File: config.mk
export PLATFORM = sky130hd
export DESIGN_NAME = pipe_stage_reg
export DESIGN_NICKNAME = d
export VERILOG_FILES = /design/src/rtl/pipe_stage_reg.sv
export SDC_FILE = /design/constraint.sdc
export NUM_CORES = 1
export LEC_CHECK = 0
export BUFFER_PORTS_ARGS = -buffer_cell sky130_fd_sc_hd__buf_2
export CAP_MARGIN = 20
export CORE_MARGIN = 1.5
export CORE_UTILIZATION = 45
export DETAILED_ROUTE_END_ITERATION = 10
export PLACE_DENSITY = 0.79
export SETUP_SLACK_MARGIN = 0.2
export SYNTH_ARGS = -nofsm -noshare
export SYNTH_HDL_FRONTEND = slang
export SYNTH_SLANG_ARGS = --single-unit
File: constraint.sdc
create_clock -name clk -period 2.1 [get_ports clk]
set_input_delay 0.63 -clock clk [delete_from_list [all_inputs] [get_ports clk]]
set_output_delay 0.63 -clock clk [all_outputs]
set_load 0.05 [all_outputs]
File: src/rtl/pipe_stage_reg.sv
// Pipeline-boundary register with a valid/ready handshake, an optional skid entry,
// multi-source flush with hold-safe capture, flush cause and a saturating flush count.
module pipe_stage_reg #(
   parameter int unsigned DATA_W      = 32,
   parameter int unsigned FLUSH_N     = 7,
   parameter bit          SKID_EN     = 1'b1,
   parameter bit          ZERO_BUBBLE = 1'b1,
   parameter int unsigned CNT_W       = 16
) (
   input  logic               clk,
   input  logic               rst,
   input  logic               hold,
   input  logic [FLUSH_N-1:0] flush,
   input  logic               in_valid,
   output logic               in_ready,
   input  logic [DATA_W-1:0]  in_data,
   output logic               out_valid,
   input  logic               out_ready,
   output logic [DATA_W-1:0]  out_data,
   output logic [1:0]         occupancy,
   output logic               flush_pending,
   output logic [FLUSH_N-1:0] flush_src,
   output logic [CNT_W-1:0]   flush_cnt
);

   typedef enum logic [1:0] {
      StEmpty = 2'd0,
      StOne   = 2'd1,
      StTwo   = 2'd2
   } state_e;

   state_e             state_q, state_d;
   logic [DATA_W-1:0]  main_q, main_d;
   logic [DATA_W-1:0]  skid_q, skid_d;
   logic [FLUSH_N-1:0] pend_q, pend_d;
   logic [FLUSH_N-1:0] src_q, src_d;
   logic [CNT_W-1:0]   cnt_q, cnt_d;

   logic valid_w;
   logic accept;
   logic pop;
   logic flush_eff;

   // Handshake events and the effective flush decision.
   always_comb begin
      valid_w = (state_q != StEmpty);
      if (SKID_EN) begin
         // Registered state only, so in_ready never depends on out_ready.
         in_ready = !hold && (state_q != StTwo);
      end else begin
         in_ready = !hold && (!valid_w || out_ready);
      end
      accept    = in_valid && in_ready;
      pop       = valid_w && out_ready && !hold;
      flush_eff = ((|flush) || (|pend_q)) && !hold;
   end

   // Next-state logic: hold freezes all storage, flush empties the stage, otherwise FIFO moves.
   always_comb begin
      state_d = state_q;
      main_d  = main_q;
      skid_d  = skid_q;
      pend_d  = pend_q;
      src_d   = src_q;
      cnt_d   = cnt_q;

      if (hold) begin
         // Flush requests seen while frozen are remembered and applied on release.
         pend_d = pend_q | flush;
      end else if (flush_eff) begin
         // Same-cycle accept is discarded; a same-cycle pop has already completed downstream.
         state_d = StEmpty;
         pend_d  = '0;
         src_d   = flush | pend_q;
         if (cnt_q != {CNT_W{1'b1}}) begin
            cnt_d = cnt_q + CNT_W'(1);
         end
      end else begin
         unique case (state_q)
            StEmpty: begin
               if (accept) begin
                  main_d  = in_data;
                  state_d = StOne;
               end
            end
            StOne: begin
               if (accept && pop) begin
                  main_d = in_data;
               end else if (pop) begin
                  state_d = StEmpty;
               end else if (accept && SKID_EN) begin
                  skid_d  = in_data;
                  state_d = StTwo;
               end
            end
            StTwo: begin
               if (pop) begin
                  main_d  = skid_q;
                  state_d = StOne;
               end
            end
            default: begin
               state_d = StEmpty;
            end
         endcase
      end
   end

   // State and storage registers with synchronous reset taking priority over hold and flush.
   always_ff @(posedge clk) begin
      if (rst) begin
         state_q <= StEmpty;
         main_q  <= '0;
         skid_q  <= '0;
         pend_q  <= '0;
         src_q   <= '0;
         cnt_q   <= '0;
      end else begin
         state_q <= state_d;
         main_q  <= main_d;
         skid_q  <= skid_d;
         pend_q  <= pend_d;
         src_q   <= src_d;
         cnt_q   <= cnt_d;
      end
   end

   // Output drive: bubble is zeroed when enabled, otherwise the last main value is shown.
   always_comb begin
      out_valid = valid_w;
      if (valid_w || !ZERO_BUBBLE) begin
         out_data = main_q;
      end else begin
         out_data = '0;
      end
      unique case (state_q)
         StEmpty: occupancy = 2'd0;
         StOne:   occupancy = 2'd1;
         StTwo:   occupancy = 2'd2;
         default: occupancy = 2'd0;
      endcase
      flush_pending = |pend_q;
      flush_src     = src_q;
      flush_cnt     = cnt_q;
   end

endmodule

**After elaboration in Yosys (flattened, before gate mapping)**

Index checks and enable logic that the tools add are counted.

- $add $sub $neg: 1
- Equal/unequal tests: 11
- Mux-type cells: 15
- Bitwise gates (word level): 5
- Reduce and logical (&&, ||, !) cells: 19

Operators by type and width:

| cell | count |
|---|---|
| $mux 32 | 4 |
| $pmux 32 s3 | 1 |
| $add 16x1->16 const B | 1 |
| $ne 16x16->1 const B | 1 |
| $mux 7 | 2 |
| $reduce_or 7->1 | 2 |
| $mux 2 | 6 |
| $reduce_and 6->1 | 2 |
| $ne 3x3->1 const B | 3 |
| $ne 2x2->1 const B | 4 |
| $or 7x7->7 | 1 |
| $logic_and 1x1->1 | 6 |
| $pmux 2 s3 | 1 |
| $reduce_and 5->1 | 1 |
| $ne 4x4->1 const B | 1 |
| $not 1->1 | 4 |
| $pmux 2 s2 | 1 |
| $reduce_bool 2->1 | 2 |
| $reduce_and 3->1 | 1 |
| $reduce_bool 3->1 | 1 |
| $eq 2x1->1 const B | 1 |
| $eq 2x2->1 const B | 1 |
| $logic_not 2->1 | 1 |
| $reduce_and 2->1 | 1 |
| 2 further kinds | 2 |

- Register bits after elaboration: 96
- Bits of input ports: 44
- Output and inout bits: 60
- Logic and storage cells: 57

**Longest topological paths before layout**

- Word-level depth: 8
- Mapped depth: 7
- Gate-level depth less buffers: 5

**Least setup slack after synthesis**

Ideal clock, no wire load.

- Path type: register -> output
- From: register state_q[0]
- To: output port in_ready
- Arrival time: 2.036 ns
- Slack: -0.566 ns
- Stages on the path, launching flop included: 6
- Buffers on the path: 2
- Cell sequence: dfxtp_1 -> nand2b_1 -> clkbuf_1 -> clkinv_1 -> clkbuf_1 -> nor2_1

- Cells in the longest elaborated chain, start to end: 2

Ends and longest elaborated chain:

| what | line | text |
|---|---|---|
| start, declared | 32 | `state_e state_q, state_d;` |
| start signal, assigned | 112 | `state_q <= StEmpty;` |
| start signal, assigned | 119 | `state_q <= state_d;` |
| $ne 2x2->1 | 49 | `in_ready = !hold && (state_q != StTwo);` |
| $logic_and 1x1->1 | 49 |  |
| end, declared | 15 | `output logic in_ready,` |

Every way passes these cells.

**Worst setup path in the final report**

- From: register state_q[0]
- To: output port out_data[12]

- Cells in the longest elaborated chain, start to end: 2

Ends and longest elaborated chain:

| what | line | text |
|---|---|---|
| $reduce_bool 2->1 | 46 | `valid_w = (state_q != StEmpty);` |
| $mux 32 | 131 | `if (valid_w \|\| !ZERO_BUBBLE) begin` |
| end, declared | 19 | `output logic [DATA_W-1:0] out_data,` |

Every way passes these cells.

==> qor.txt <==
Io pins: 104
Clock tree buffer depth: 2
Placed Instances: 761
Non-Filler Instances: 781
Total power: 3.395 mW
Skew-Pair Late Insertion Delay: 360 ps
Relative slew slack: 0.5389
Core box area: 10230 sq um
Min cycle time layout: 2015 ps
Synth warnings: 0
ANT cells: 0
Top post-synthesis cells by area: dfxtp_1, a311oi_2, nand2_1
RePlAce Congestion: 0.8206
Reg2reg setup slack: 290 ps
Worst path slowest cell: dfxtp_4
Die height: 105.3 um
Reg-to-Reg End: flush_cnt[8]
Distinct cells, synth: 45
Setup TNS Final: 0 ps
Cell chain of the critical path: nor2_4 -> clkbuf_16 -> nor2b_1 -> clkbuf_4
CTS Sinks: 96
Wire length on met2: 6018 um
Initial core utilization: 0.4602
Grt ovf: 0
Area Growth Syn to Fin: 22.43%
Status: finished clean
Wire length per cell: 15.33 um
Routed wire length: 11970 um
Number of global-route vias before repair: 4063
Worst Setup Start Kind: flip-flop
Final Net Count: 685
M1 wire length: 5134 um
First-pass GRT wire length: 19510 um
DRT antenna net count: 0
RSZ-0062 raised after global routing: true
Top cell type by total area after synthesis: dfxtp_1
DRT Pass-1 Iters: 5
Flops & latches, synth: 96
Port Buffers: 103
Mapped Area: 4708 sq um
Worst EP arrival: 1380 ps
Sequential fraction of the synthesis area: 0.4082
Worst setup startpoint: state_q[0]
Hold/Removal Path Class: flip-flop to flip-flop
HPWL Detailed: 7859 um
R2R depth: 6
Final Hold Vio Count: 0
Wire length on met3: 709 um
Setup Skew: 18.36 ps
Num CTS Buffers: 9
Crit end category: primary output
WHS Path Cells: 2
Peak per-stage delay on the critical path: 380 ps
Gr usage total: 0.2125
Reg-to-reg startpoint: pend_q[4]
Max-cap check violation count: 0
Max-slew violations: 0
Leakage: 2.097 nW
Antenna violations before repair: 0
Worst Path Buf+Inv: 2
Asr flop ratio synth: 0
Final setup fails: 0
Most used flip-flop cell after synthesis: dfxtp_1
CTS tree: done
Mapped Cells: 549
Tcrit/Tclk final: 0.9595
Syn Area/Cell: 8.576 sq um
Top Layer Used: met4
CP delay by family, top: buffers and inverters
Vias: 4464
H-tree Lvls: 3
Worst vdd ir: 343.0 uV
Post-synth EDFFs: 0
Row count: 37
CTS Root Cell: clkbuf_8
Layout cells sized above 1: 0.3349
WP depth: 4
WS Path Type: flip-flop to primary output
Worst slew pin tran: 682.7 ps
First DRT Iteration DRCs: 236
Count leader, synth: dfxtp_1
CP required: 1470 ps
Hold buffer count at cts: 0
Largest net degree at the start of global routing: 57
Max Freq: 496.3 MHz
Hold Startpoint: flush_src[0]
Die area: 11080 sq um
DRC Markers: 0
# fillers: 938
Die Wd: 105.3 um
Top-area cell type share of the netlist area: 0.4082
Worst Path Max Fanout: 16
Clock transition at the registers of the reported paths: 90 ps
Syn nets: 594
Pwr Density: 589.0 nW/um^2
Synth top cells by count: dfxtp_1, nand2_1, a21oi_1
Post-DR vias/cell: 5.716
Hold endpoint: flush_src[0]
[how the worst max path moves through the flow]
stage	endpoint	slack [ps]
floorplan	out_data[10]	40
global placement	flush_cnt[12]	-6
detailed placement	flush_cnt[8]	-80
CTS	out_data[21]	70
global route	out_data[12]	20
finish	out_data[12]	90
[per-layer routing]
| metal | track usage | vias to the layer above |
|---|---|---|
| met5 | 0 | - |
| met4 | 0.05382 | 0 |
| met3 | 0.03649 | 12 |
| met2 | 0.3679 | 158 |
| met1 | 0.2740 | 2105 |
| li1 | - | 2189 |
[flip-flops by register name, indices dropped and copies added (netlist names)]
name       flops
main_q        32
flush_cnt     16
state_q        2
flush_src      7
pend_q         7
skid_q        32
[repair_timing]
item	CTS	global route
hold endpoints to repair	0	0
pin swaps	1	3
gates resized for setup	18	32
setup buffers	1	2
setup endpoints to repair	37	46
cloned	0	1
[metrics by stage]
step	util	hold slack [ps]	setup slack, ps	area [sq um]
2_1_floorplan	-	452.8	40.93	4745
3_3_place_gp	0.5256	439.3	-6.324	5378
3_5_place_dp	0.5256	441.4	-84.98	5378
4_1_cts	0.5500	460.9	70.47	5627
5_1_grt	0.5634	490.4	18.02	5764
6_report	0.5634	460.8	85.14	5764
[cells in the final DEF (no fill, tap or decap), types with 6 or more instances in the layout]
master / Yosys / layout
or4_1: 8 / 8
buf_6: 6 / 8
o21ai_0: 41 / 41
buf_12: 4 / 7
buf_4: 5 / 26
clkbuf_8: 0 / 9
o31ai_1: 7 / 7
dfxtp_1: 96 / 83
nand4_1: 6 / 6
nand3_1: 37 / 37
clkbuf_4: 0 / 11
nor2b_1: 38 / 33
a31oi_1: 32 / 32
nand2_1: 78 / 78
a21oi_1: 55 / 55
buf_2: 11 / 81
dfxtp_2: 0 / 11
nor2_1: 19 / 17
a311oi_2: 28 / 28
[worst reg2reg max path: cells and delay by family, from the launching register on]
kind,cells,cell delay [ps]
mux,1,370
flops,1,410
buf+inv,2,310
simple gates,2,410
compound gates,1,220
[power breakdown]
group	total (mW)	leakage (nW)	internal (mW)	switching (mW)
Sequential	1.85	0.782	1.84	0.0162
Clock	1.19	0.0942	0.467	0.719
Combinational	0.355	1.22	0.119	0.237
Total	3.40	2.10	2.42	0.972
[cells by family (layout without fill, tap and decap cells)]
family	Yosys count	count (layout)	share of synthesized area
buffers and inverters	59	155	0.07733
DFF	96	96	0.4082
and+or+nand+nor	211	211	0.2291
muxes	6	6	0.01408
xor gates and xnor gates	1	1	0.001861
AOI/OAI and AO/OA	175	175	0.2668
adders and majority gates	1	1	0.002657
[layout make-up]
type	instances	area [sq um]	share of cell area
flip-flops and latches	96	1943	0.3371
multi-input cells	394	2495	0.4328
clock buffers	9	123.9	0.02149
well taps	136	170.2	0.02952
clock inverters	7	73.82	0.01281
inverters	5	20.02	0.003473
repair buffers	134	938.4	0.1628
Power figures use the tool's default switching activity.
